### src/rtl/vga_timing_pkg.sv
// Shared 640x480@60 raster constants, the per-pixel pipeline tag and the test-bar colour helper.
package vga_timing_pkg;

    localparam int COORD_W = 10;

    localparam logic [COORD_W-1:0] H_VIS        = 10'd640;
    localparam logic [COORD_W-1:0] H_FP         = 10'd16;
    localparam logic [COORD_W-1:0] H_SYNC       = 10'd96;
    localparam logic [COORD_W-1:0] H_BP         = 10'd48;
    localparam logic [COORD_W-1:0] H_TOTAL      = H_VIS + H_FP + H_SYNC + H_BP;
    localparam logic [COORD_W-1:0] H_SYNC_START = H_VIS + H_FP;
    localparam logic [COORD_W-1:0] H_SYNC_END   = H_SYNC_START + H_SYNC;

    localparam logic [COORD_W-1:0] V_VIS        = 10'd480;
    localparam logic [COORD_W-1:0] V_FP         = 10'd10;
    localparam logic [COORD_W-1:0] V_SYNC       = 10'd2;
    localparam logic [COORD_W-1:0] V_BP         = 10'd33;
    localparam logic [COORD_W-1:0] V_TOTAL      = V_VIS + V_FP + V_SYNC + V_BP;
    localparam logic [COORD_W-1:0] V_SYNC_START = V_VIS + V_FP;
    localparam logic [COORD_W-1:0] V_SYNC_END   = V_SYNC_START + V_SYNC;

    // Blank/sync state that travels with a coordinate until its colour returns.
    typedef struct packed {
        logic vis;
        logic hs_n;
        logic vs_n;
    } pix_tag_t;

    localparam pix_tag_t TAG_BLANK = '{vis: 1'b0, hs_n: 1'b1, vs_n: 1'b1};

    // Eight 80-pixel bars; bar index bits select B, G, R at full intensity.
    function automatic logic [11:0] bar_color(input logic [COORD_W-1:0] x);
        logic [2:0] bar;
        bar = 3'(x / 10'd80);
        return {{4{bar[2]}}, {4{bar[1]}}, {4{bar[0]}}};
    endfunction

endpackage

### src/rtl/vga_axis_counter.sv
// One raster axis: wrapping position counter with registered visible and active-low sync flags.
module vga_axis_counter
    import vga_timing_pkg::*;
#(
    parameter logic [COORD_W-1:0] TOTAL      = H_TOTAL,
    parameter logic [COORD_W-1:0] SYNC_START = H_SYNC_START,
    parameter logic [COORD_W-1:0] SYNC_END   = H_SYNC_END,
    parameter logic [COORD_W-1:0] VIS        = H_VIS
) (
    input  logic               clk_50,
    input  logic               reset,
    input  logic               inc,
    output logic [COORD_W-1:0] count,
    output logic               wrap,
    output logic               visible,
    output logic               sync_n
);

    logic [COORD_W-1:0] count_nxt;

    always_comb begin
        wrap      = inc && (count == TOTAL - 10'd1);
        count_nxt = count;
        if (wrap) begin
            count_nxt = '0;
        end else if (inc) begin
            count_nxt = count + 10'd1;
        end
    end

    // Flags are registered from the next count so they line up with count and clear on reset.
    always_ff @(posedge clk_50) begin
        if (reset) begin
            count   <= '0;
            visible <= 1'b0;
            sync_n  <= 1'b1;
        end else begin
            count   <= count_nxt;
            visible <= (count_nxt < VIS);
            sync_n  <= !((count_nxt >= SYNC_START) && (count_nxt < SYNC_END));
        end
    end

endmodule

### src/rtl/vga_timing_gen.sv
// 640x480@60 VGA timing generator and DAC output stage running entirely on clk_50.
// Optional macro VGA_TEST_PATTERN_EN adds a test_mode input that replaces pixel_color with colour bars.
module vga_timing_gen
    import vga_timing_pkg::*;
#(
    parameter int PIPE_DLY = 2
) (
    input  logic               clk_50,
    input  logic               reset,
    input  logic [11:0]        pixel_color,
`ifdef VGA_TEST_PATTERN_EN
    input  logic               test_mode,
`endif
    output logic               pixel_clk,
    output logic               pix_en,
    output logic [COORD_W-1:0] X_pix,
    output logic [COORD_W-1:0] Y_pix,
    output logic               H_visible,
    output logic               V_visible,
    output logic               frame_start,
    output logic [3:0]         VGA_BUS_R,
    output logic [3:0]         VGA_BUS_G,
    output logic [3:0]         VGA_BUS_B,
    output logic               VGA_HS,
    output logic               VGA_VS
);

    logic        h_wrap;
    logic        v_wrap;
    logic        h_sync_n;
    logic        v_sync_n;
    logic        new_frame;
    pix_tag_t    tag_now;
    pix_tag_t    tag_out;
    pix_tag_t    tag_dly [PIPE_DLY];
    logic [11:0] color_src;

    // pix_en is high exactly in the cycle after pixel_clk rises.
    always_ff @(posedge clk_50) begin
        if (reset) begin
            pixel_clk <= 1'b0;
            pix_en    <= 1'b0;
        end else begin
            pixel_clk <= ~pixel_clk;
            pix_en    <= ~pixel_clk;
        end
    end

    vga_axis_counter #(
        .TOTAL      (H_TOTAL),
        .SYNC_START (H_SYNC_START),
        .SYNC_END   (H_SYNC_END),
        .VIS        (H_VIS)
    ) u_h_axis (
        .clk_50  (clk_50),
        .reset   (reset),
        .inc     (pix_en),
        .count   (X_pix),
        .wrap    (h_wrap),
        .visible (H_visible),
        .sync_n  (h_sync_n)
    );

    vga_axis_counter #(
        .TOTAL      (V_TOTAL),
        .SYNC_START (V_SYNC_START),
        .SYNC_END   (V_SYNC_END),
        .VIS        (V_VIS)
    ) u_v_axis (
        .clk_50  (clk_50),
        .reset   (reset),
        .inc     (h_wrap),
        .count   (Y_pix),
        .wrap    (v_wrap),
        .visible (V_visible),
        .sync_n  (v_sync_n)
    );

    // Armed by reset or the last pixel of a frame, consumed by the first tick at (0,0).
    always_ff @(posedge clk_50) begin
        if (reset) begin
            new_frame <= 1'b1;
        end else if (h_wrap && v_wrap) begin
            new_frame <= 1'b1;
        end else if (pix_en) begin
            new_frame <= 1'b0;
        end
    end

    assign frame_start = pix_en && new_frame;

    assign tag_now = '{vis: H_visible && V_visible, hs_n: h_sync_n, vs_n: v_sync_n};
    assign tag_out = tag_dly[PIPE_DLY-1];

    always_ff @(posedge clk_50) begin
        if (reset) begin
            for (int i = 0; i < PIPE_DLY; i++) begin
                tag_dly[i] <= TAG_BLANK;
            end
        end else if (pix_en) begin
            tag_dly[0] <= tag_now;
            for (int i = 1; i < PIPE_DLY; i++) begin
                tag_dly[i] <= tag_dly[i-1];
            end
        end
    end

`ifdef VGA_TEST_PATTERN_EN
    logic [COORD_W-1:0] x_dly [PIPE_DLY];

    // Bars follow the delayed X so they sit under the same sync as pixel_color would.
    always_ff @(posedge clk_50) begin
        if (reset) begin
            for (int i = 0; i < PIPE_DLY; i++) begin
                x_dly[i] <= '0;
            end
        end else if (pix_en) begin
            x_dly[0] <= X_pix;
            for (int i = 1; i < PIPE_DLY; i++) begin
                x_dly[i] <= x_dly[i-1];
            end
        end
    end

    assign color_src = test_mode ? bar_color(x_dly[PIPE_DLY-1]) : pixel_color;
`else
    assign color_src = pixel_color;
`endif

    // Colour returned for a coordinate meets that coordinate's delayed tag on the same tick.
    always_ff @(posedge clk_50) begin
        if (reset) begin
            {VGA_BUS_B, VGA_BUS_G, VGA_BUS_R} <= 12'h000;
            VGA_HS <= 1'b1;
            VGA_VS <= 1'b1;
        end else if (pix_en) begin
            VGA_HS <= tag_out.hs_n;
            VGA_VS <= tag_out.vs_n;
            if (tag_out.vis) begin
                {VGA_BUS_B, VGA_BUS_G, VGA_BUS_R} <= color_src;
            end else begin
                {VGA_BUS_B, VGA_BUS_G, VGA_BUS_R} <= 12'h000;
            end
        end
    end

endmodule
### config.mk
export PLATFORM = sky130hd
export DESIGN_NAME = vga_timing_gen
export DESIGN_NICKNAME = d
export VERILOG_FILES = /design/src/rtl/vga_timing_pkg.sv /design/src/rtl/vga_axis_counter.sv /design/src/rtl/vga_timing_gen.sv
export SDC_FILE = /design/constraint.sdc
export NUM_CORES = 1
export LEC_CHECK = 0
export ABC_CLOCK_PERIOD_IN_PS = 2600
export CORE_UTILIZATION = 45
export DETAILED_ROUTE_END_ITERATION = 10
export PLACE_DENSITY_LB_ADDON = 0.15
export SYNTH_ARGS = -nofsm -noshare
export SYNTH_HDL_FRONTEND = slang
export SYNTH_HIERARCHICAL = 1
export SYNTH_SLANG_ARGS = --single-unit
### constraint.sdc
create_clock -name clk_50 -period 2.6 [get_ports clk_50]
set_clock_uncertainty 0.05 [all_clocks]
set_input_delay 0.26 -clock clk_50 [delete_from_list [all_inputs] [get_ports clk_50]]
set_output_delay 0.26 -clock clk_50 [all_outputs]
set_load 0.02 [all_outputs]
==> impl_metrics.toml, run 1 <==
[floorplanning]
die_w_microns = 69.9
die_area_sq_mm = 0.00488
io-pin-count = 53
die-height_microns = 69.9
core_area_sq_mm = 0.00438
start_util_pct = 47.3
rows = 24

[power_and_ir_drop]
sw_frac_of_total_pct = 20.9
power_per_cell_area_mw_per_mm2 = 544
seqPwrFrac_pct = 50.1
comb_power_share_pct = 8.2
power.share.clock_pct = 41.7
internal_power_mw = 1.18
ir_drop_mv = 0.305
p_sw_mw = 0.312
leakage_nw = 0.953

[drt]
ant_nets = 0
avgRoutedWirePerCell_microns = 13.5
wl_microns = 4340
vias = 1686
drt_pass1_iterations = 4
route.detailed.drc = 0
drt_iter0_drc = 75
post_drt_via_cell_ratio = 5.24

[worst_hold_path]
worst_hold_path.num_cells = 1
hold_class = "reg2reg"

[job]
cap_violations = 0

[sta]
timing_hold_violations_final = 0
setup_viol = 0
slew_viol_final = 0
rsz0062_at_grt = "false"
setup_tns_ns = 0
fmax_ghz = 0.424
slew_headroom_pct = 60.5
min_period_ns = 2.36
post-route-period-util_pct = 90.8
worst_slew_pin_slew_ns = 0.591

[clocking]
cts_tree = "built"
clock_tree.root_cell = "clkbuf_8"
clk_path_buf_depth = 2
cts_sinks = 46
numCtsBuffers = 5
path_clk_slew_ns = 0.08
cts_hold_buf = 0
htreeDepth = 2
cts-resized-gates = 0
insertion_delay_ns = 0.30
post_cts_buffers = 0

[place]
io_buffers = 52
dp_hpwl_microns = 2930
gp_congestion = 0.813

[setup_path]
crit_chain = "ha_1 -> nand3_1 -> nor3_1 -> buf_4 -> and3_1 -> nand3_1 -> xor2_1 -> nor4b_2 -> nand4_1"
crit_required_ns = 2.71
cp_common_cell = "nand3_1"
critPathArrivalTime_ns = 2.47
crit_path_max_incr_delay_ns = 0.39
critPathKind = "reg2reg"
cp-start-kind = "register"
end_kind = "register"
crit_path_max_fanout = 8
cpMaxStageDelayCell = "dfxtp_1"
rr_worst_depth = 9

[grt]
grt_pass1_vias = 1503
grt_max_degree = 40
overflow = 0
grt_pass1_wl_microns = 7070
antenna_found_initial = 0
grt_use_total_pct = 18.4

[finish]
fillCellCount = 377
fin_util_pct = 62.4
multi_input_area_sq_um = 991
nets = 286
seq_area_sq_um = 981
diodes = 0
syn2layout_area_growth_pct = 31.9
final_common_cell = "clkdlybuf4s50_1"
drive_gt1_share_pct = 8.52
mostFrequentLayoutCells = "clkdlybuf4s50_1, dfxtp_1, nor2_1, nand3_1, nand2b_1"

[logic_synthesis]
synthesis.area_sq_mm = 0.00207
yosys_warnings = 6
yosys_register_bits = 46
avgSynthCellArea_sq_um = 9.47
syn_inst = 219
yosysUniqueCellTypes = 45
synthFlopType = "dfxtp_1"
syn_nets = 236
synthArstFlopShare_pct = 0
yosysSeqAreaShare_pct = 47.3
synth-edff-count = 6

[outcome]
run_status = "finished clean"
-- logic make-up after synthesis --
kind of cell    share of synthesized area, %
compound gates                          8.45
xor+xnor                                7.18
fa+ha+maj                               1.81
buf+inv                                 4.89
flops                                   47.3
mux                                     2.17
simple gates                            28.2
-- worst max-delay path, delay by kind of cell, from the launching register on --
kind / cells / cell delay [ns]
buffers and inverters: 1 / 0.20
adder cells (fa/ha/maj): 1 / 0.22
XOR/XNOR: 1 / 0.18
flip-flops: 1 / 0.39
AND/OR/NAND/NOR: 6 / 1.19
-- worst paths after layout --
| path | start | end | slack, ns |
|---|---|---|---|
| min reg2reg | tag_dly[0][4] | VGA_HS | 0.41 |
| max | u_h_axis/count[0] | u_v_axis/sync_n | 0.24 |
| max reg2reg | u_h_axis/count[0] | u_v_axis/sync_n | 0.24 |
| min | tag_dly[0][4] | VGA_HS | 0.41 |
-- per-layer routing --
metal / vias to the layer above / part of all wire (%) / global-route usage (%)
li1: 848 / - / -
met1: 763 / 49 / 25.9
met2: 67 / 43 / 26.7
met3: 8 / 6.8 / 5.05
met4: 0 / 1.7 / 7.33
met5: - / 0 / 0
-- power groups by stage --
stage	clock network [mW]	logic, mW	registers (mW)
CTS	0.631	0.123	0.746
detailed placement	0	0.123	0.763
floorplan	0	0.0539	0.776
finish	0.621	0.122	0.746
global placement	0	0.122	0.763
global route	0.667	0.131	0.749
-- state kept, by name, indices dropped and copies added, names as in the netlist, 4 cells and up --
register,flops
VGA_BUS_B,4
tag_dly,6
u_v_axis/count,10
VGA_BUS_R,4
VGA_BUS_G,4
u_h_axis/count,10
-- cells in the mapped netlist, types with 2 or more instances --
cell | count | area share, %
a211o_1 | 2 | 0.85
a21o_1 | 2 | 0.72
a21oi_1 | 14 | 3.4
and2_1 | 2 | 0.60
and3_1 | 3 | 0.91
buf_2 | 6 | 1.4
buf_4 | 4 | 1.4
buf_6 | 2 | 1.1
dfxtp_1 | 40 | 39
edfxtp_1 | 6 | 8.7
ha_1 | 3 | 1.8
inv_1 | 4 | 0.72
mux2i_1 | 3 | 1.4
nand2_1 | 8 | 1.4
nand2b_1 | 17 | 5.1
nand3_1 | 18 | 4.3
nand4_1 | 6 | 1.8
nor2_1 | 29 | 5.3
nor2_2 | 2 | 0.60
nor2b_1 | 2 | 0.60
nor3_1 | 6 | 1.4
nor3b_1 | 2 | 0.72
xnor2_1 | 7 | 3.0
xor2_1 | 10 | 4.2
-- area by class of cell --
class / count / area share [%]
clock buffer: 5 / 2.52
timing repair buffer: 56 / 20.1
multi-input combinational: 156 / 36.2
tap: 52 / 2.38
sequential: 46 / 35.9
clock inverter: 3 / 2.33
inverter: 4 / 0.549
-- through the flow --
stage          cells  hold slack (ns)  total power [mW]  setup WS, ns  instance area, sq um
2_1_floorplan    219            0.280             0.830         0.296                  2070
3_3_place_gp     314            0.386             0.885         0.421                  2600
3_5_place_dp     314            0.393             0.886         0.314                  2600
4_1_cts          322            0.413              1.50         0.225                  2740
5_1_grt          322            0.431              1.55        0.0466                  2740
6_report         322            0.409              1.49         0.240                  2740
Note: power is estimated with default switching activity, not from simulation.
==> run 2: changes to the inputs <==
--- a/config.mk
+++ b/config.mk
@@ -9,6 +9,7 @@
 export CORE_UTILIZATION = 45
 export DETAILED_ROUTE_END_ITERATION = 10
 export PLACE_DENSITY_LB_ADDON = 0.15
+export SKIP_LAST_GASP = 1
 export SYNTH_ARGS = -nofsm -noshare
 export SYNTH_HDL_FRONTEND = slang
 export SYNTH_HIERARCHICAL = 1
==> results of run 2 <==
The final DEF is identical to that of run 1; final timing and power are the same.
